`src/rtl/arb8_rr.sv`:
```
// Eight-client round-robin arbiter with registered one-hot grant and a bounded
// hold time so a contended owner is rotated out after HOLD_MAX cycles.
module arb8_rr #(
  parameter int HOLD_MAX = 8
) (
  input  logic       clk,
  input  logic       rst_n,
  input  logic [7:0] req,
  output logic [7:0] gnt,
  output logic [2:0] gnt_id,
  output logic       busy,
  output logic       any_req
);

  localparam logic [7:0] HOLD_LIM = 8'(HOLD_MAX);

  typedef enum logic {IDLE, GRANT} state_t;

  state_t     state, state_nxt;
  logic [2:0] last, last_nxt;
  logic [7:0] cnt, cnt_nxt;
  logic [7:0] gnt_nxt;
  logic [2:0] gnt_id_nxt;
  logic       busy_nxt;
  logic [3:0] pick;
  logic       contended;

  // Returns {found, index} of the first requester scanning start, start+1, ...
  // Walking the offsets backwards lets the lowest offset overwrite the rest.
  function automatic logic [3:0] rr_pick(input logic [7:0] r, input logic [2:0] start);
    logic [3:0] res;
    logic [2:0] idx;
    res = 4'd0;
    for (int i = 7; i >= 0; i--) begin
      idx = start + 3'(i);
      if (r[idx]) res = {1'b1, idx};
    end
    return res;
  endfunction

  assign any_req = |req;

  // The owner is always LAST, so every search starts one past it.
  assign pick      = rr_pick(req, last + 3'd1);
  assign contended = (req & ~(8'd1 << last)) != 8'd0;

  always_comb begin
    state_nxt  = state;
    last_nxt   = last;
    cnt_nxt    = cnt;
    gnt_nxt    = gnt;
    gnt_id_nxt = gnt_id;
    busy_nxt   = busy;
    unique case (state)
      IDLE: begin
        if (pick[3]) begin
          state_nxt  = GRANT;
          last_nxt   = pick[2:0];
          cnt_nxt    = 8'd1;
          gnt_nxt    = 8'd1 << pick[2:0];
          gnt_id_nxt = pick[2:0];
          busy_nxt   = 1'b1;
        end else begin
          gnt_nxt    = 8'd0;
          gnt_id_nxt = 3'd0;
          busy_nxt   = 1'b0;
        end
      end
      GRANT: begin
        if (!req[last] || ((cnt >= HOLD_LIM) && contended)) begin
          if (pick[3]) begin
            last_nxt   = pick[2:0];
            cnt_nxt    = 8'd1;
            gnt_nxt    = 8'd1 << pick[2:0];
            gnt_id_nxt = pick[2:0];
            busy_nxt   = 1'b1;
          end else begin
            state_nxt  = IDLE;
            cnt_nxt    = 8'd0;
            gnt_nxt    = 8'd0;
            gnt_id_nxt = 3'd0;
            busy_nxt   = 1'b0;
          end
        end else begin
          cnt_nxt = (cnt >= HOLD_LIM) ? HOLD_LIM : cnt + 8'd1;
        end
      end
      default: state_nxt = IDLE;
    endcase
  end

  always_ff @(posedge clk or negedge rst_n) begin
    if (!rst_n) begin
      state  <= IDLE;
      last   <= 3'd7;
      cnt    <= 8'd0;
      gnt    <= 8'd0;
      gnt_id <= 3'd0;
      busy   <= 1'b0;
    end else begin
      state  <= state_nxt;
      last   <= last_nxt;
      cnt    <= cnt_nxt;
      gnt    <= gnt_nxt;
      gnt_id <= gnt_id_nxt;
      busy   <= busy_nxt;
    end
  end

endmodule

```
`config.mk`:
```
export PLATFORM = sky130hd
export DESIGN_NAME = arb8_rr
export DESIGN_NICKNAME = d
export VERILOG_FILES = /design/src/rtl/arb8_rr.sv
export SDC_FILE = /design/constraint.sdc
export NUM_CORES = 1
export LEC_CHECK = 0
export ABC_AREA = 1
export ABC_CLOCK_PERIOD_IN_PS = 3650
export CORE_ASPECT_RATIO = 1.4
export CORE_MARGIN = 2
export CORE_UTILIZATION = 43
export CTS_CLUSTER_DIAMETER = 120
export DETAILED_ROUTE_END_ITERATION = 16
export PLACE_DENSITY = 0.65
export SLEW_MARGIN = 10
export SYNTH_ARGS = -nofsm -noshare
export SYNTH_HDL_FRONTEND = slang
export SYNTH_SLANG_ARGS = --single-unit
```
`constraint.sdc`:
```
create_clock -name clk -period 3.65 [get_ports clk]
set_clock_uncertainty 0.15 [all_clocks]
set_input_delay 0.365 -clock clk [delete_from_list [all_inputs] [get_ports clk]]
set_output_delay 0.365 -clock clk [all_outputs]
set_load 0.05 [all_outputs]
```
==> results of run 1 <==
==> state kept, by name, indices dropped and copies added, names as in the netlist <==
register and flops:
state 1, last 3, busy 1, gnt_id 3, gnt 8, cnt 8
==> logic make-up (layout without fill, tap and decap cells) <==
family | after synthesis | in the layout | synth area share, %
AOI/OAI and AO/OA | 31 | 31 | 8.87
xor gates and xnor gates | 5 | 5 | 2.32
adders and majority gates | 9 | 9 | 5.96
buffers and inverters | 46 | 67 | 10.3
DFF | 24 | 24 | 32.0
and+or+nand+nor | 175 | 175 | 40.6
==> Yosys cell counts (all sizes together) <==
cell / instances / area (µm²)
nand2: 117 / 469
inv: 40 / 153
nand3: 34 / 190
dfrtp: 21 / 526
nor2: 19 / 76.3
o21ai: 16 / 80.1
a21oi: 12 / 63.8
ha: 9 / 113
buf: 5 / 38.8
nor4: 4 / 25.0
dfstp: 3 / 78.8
xnor2: 3 / 26.3
xor2: 2 / 17.5
a41oi: 1 / 8.76
clkinv: 1 / 3.75
nand4: 1 / 6.26
o211ai: 1 / 7.51
o21a: 1 / 7.51
==> worst max-delay path by stage <==
stage          startpoint     end  slack, ns
2_1_floorplan     last[0]  gnt[6]       1.09
3_3_place_gp      last[0]  gnt[6]       0.53
3_5_place_dp      last[0]  gnt[7]       0.57
4_1_cts           last[0]  gnt[5]       0.55
5_1_grt           last[0]  gnt[5]       0.23
6_report          last[0]  gnt[5]       0.51
==> routing by layer <==
layer	track usage [%]	share of wire, %	vias to the layer above
met1	25.9	43	788
met5	0	0	-
li1	-	-	958
met3	2.34	4.4	12
met2	35.3	49	55
met4	10.7	4.0	0
==> metrics by stage <==
step                cell area [µm²]  util, %  setup slack [ns]  std cells  hold WS (ns)
floorplan                      1890        -              1.09        290       -0.0806
global placement               2150     50.6             0.531        367         0.296
detailed placement             2150     50.6             0.575        367         0.304
CTS                            2220     52.3             0.550        371         0.315
global route                   2220     52.3             0.228        371         0.361
finish                         2220     52.3             0.514        371         0.315
==> area by class of cell <==
| cell class | instances | area (µm²) |
|---|---|---|
| Sequential cell | 24 | 604 |
| Multi-Input combinational cell | 220 | 1090 |
| Clock inverter | 1 | 30.0 |
| Clock buffer | 3 | 41.3 |
| Inverter | 41 | 156 |
| Timing Repair Buffer | 22 | 220 |
| Fill cell | 437 | 2020 |
| Tap cell | 60 | 75.1 |
==> out/results.ini, run 1 <==
[outcome]
status=completed

[logic_synthesis]
ys_types=28
synthCells=290
yosysWarnings=0
yosysSeqAreaShare_pct=32.0
syn_avg_cell_area_um2=6.52
synth_seq_cells=24
syn_nets=309
synthesis.area_um2=1890

[global_route]
grt_max_degree=25
grt_usage_pct=20.9
grt-ovfl-total=0
antenna_found_initial=0
grt_first_pass_wirelength_mm=7.85
grt_pass1_vias=1784

[clock_tree]
clk_pin_slew_worst_paths_ns=0.08
cts_resized=0
cts_buffers=3
clock-sinks=24
insertion_delay_ns=0.26
post-cts-setup-buffer-count=0
cts_hold_buf=0
tritoncts=built
cts_max_level=1
clock-root-buffer=clkbuf_8
clk_path_buf_depth=2

[layout]
nNetsFinal=331
final_cell_mix=nand2_1 (107), inv_1 (35), nand3_1 (30)
area_delta_synth_final_pct=17.3
drive_above_1_share_pct=9.32
final_common_cell=nand2_1
antennaDiodeCount=0

[flow_run]
max_cap_violations=0

[critical_path]
required_ns=3.69
critical-path-max-stage-delay_ns=0.70
r2r-start=last[0]
worst_path_max_delay_cell=dfstp_2
cp-end-kind=register
crit_path_start_kind=register
arrival_ns=3.17
crit_buf_inv=3
reg2reg_depth=16
reg2reg_slack_ns=0.51
regToRegEndpoint=gnt[5]
path_max_fanout=16
cp_top_family=simple AND/OR/NAND/NOR gates
path_class=reg -> reg
cp.depth=16
crit_top_cell=nand2_1
critical_path.cell_chain=inv_2 > ha_1 > inv_4 > nand2_1 > nand2_2 > nand2_1 > nand3_2 > nand3_1 > nand2_1 > clkinv_1 > nand2_1 > nand2_1 > nand3_1 > nand2_2 > nand3_2 > o21ai_1

[timing]
final-max-slew-violation-count=0
rsz0062_at_grt=no
fmax_mhz=319
finalSetupTns_ns=0
slew_headroom_pct=33.0
period_needed_ns=3.14
post-route-period-util_pct=85.9
hold_viol=0
tightest_slew_ns=1.00
setup_viol=0

[floorplan]
die_w_um=60.0
die_area_um2=4950
fp.dieH_um=82.5
initial_core_util_pct=44.6
coreArea_um2=4240
boundaryPins=23
fp-row-count=28

[placed_design]
hpwl_mm=3.62
port_buffers=22
gp_congestion=0.967

[min_path]
holdCritStartpoint=cnt[2]
min_to=cnt[2]
hp-class=reg -> reg
hold_depth=1

[detailed_routing]
first_pass_iters=8
wl_per_cell_um=12.2
drc=0
vias=1813
drt-initial-drc-count=82
ant_nets=0
drt-total-wl_mm=4.53
viasPerCell=4.89

Power of run 1 is left out: the tool's default activity adds up to more than one toggle a clock period on the data nets, which glitch-free logic cannot reach.
==> run 2, diff against run 1 <==
--- a/config.mk
+++ b/config.mk
@@ -6,7 +6,7 @@
 export NUM_CORES = 1
 export LEC_CHECK = 0
 export ABC_AREA = 1
-export ABC_CLOCK_PERIOD_IN_PS = 3650
+export ABC_CLOCK_PERIOD_IN_PS = 3800
 export CORE_ASPECT_RATIO = 1.4
 export CORE_MARGIN = 2
 export CORE_UTILIZATION = 43
==> constraint.sdc (replaced) <==
create_clock -name clk -period 3.8 [get_ports clk]
set_clock_uncertainty 0.15 [all_clocks]
set_input_delay 0.38 -clock clk [delete_from_list [all_inputs] [get_ports clk]]
set_output_delay 0.38 -clock clk [all_outputs]
set_load 0.05 [all_outputs]
==> results of run 2 <==
The final DEF is identical to that of run 1. Status: completed.
Main changes from that run: setup slack after placement 0.575 ns -> 0.725 ns; setup slack after layout 0.514 ns -> 0.664 ns; register-to-register setup slack 0.51 ns -> 0.66 ns
Power of run 2 is left out for the same reason.
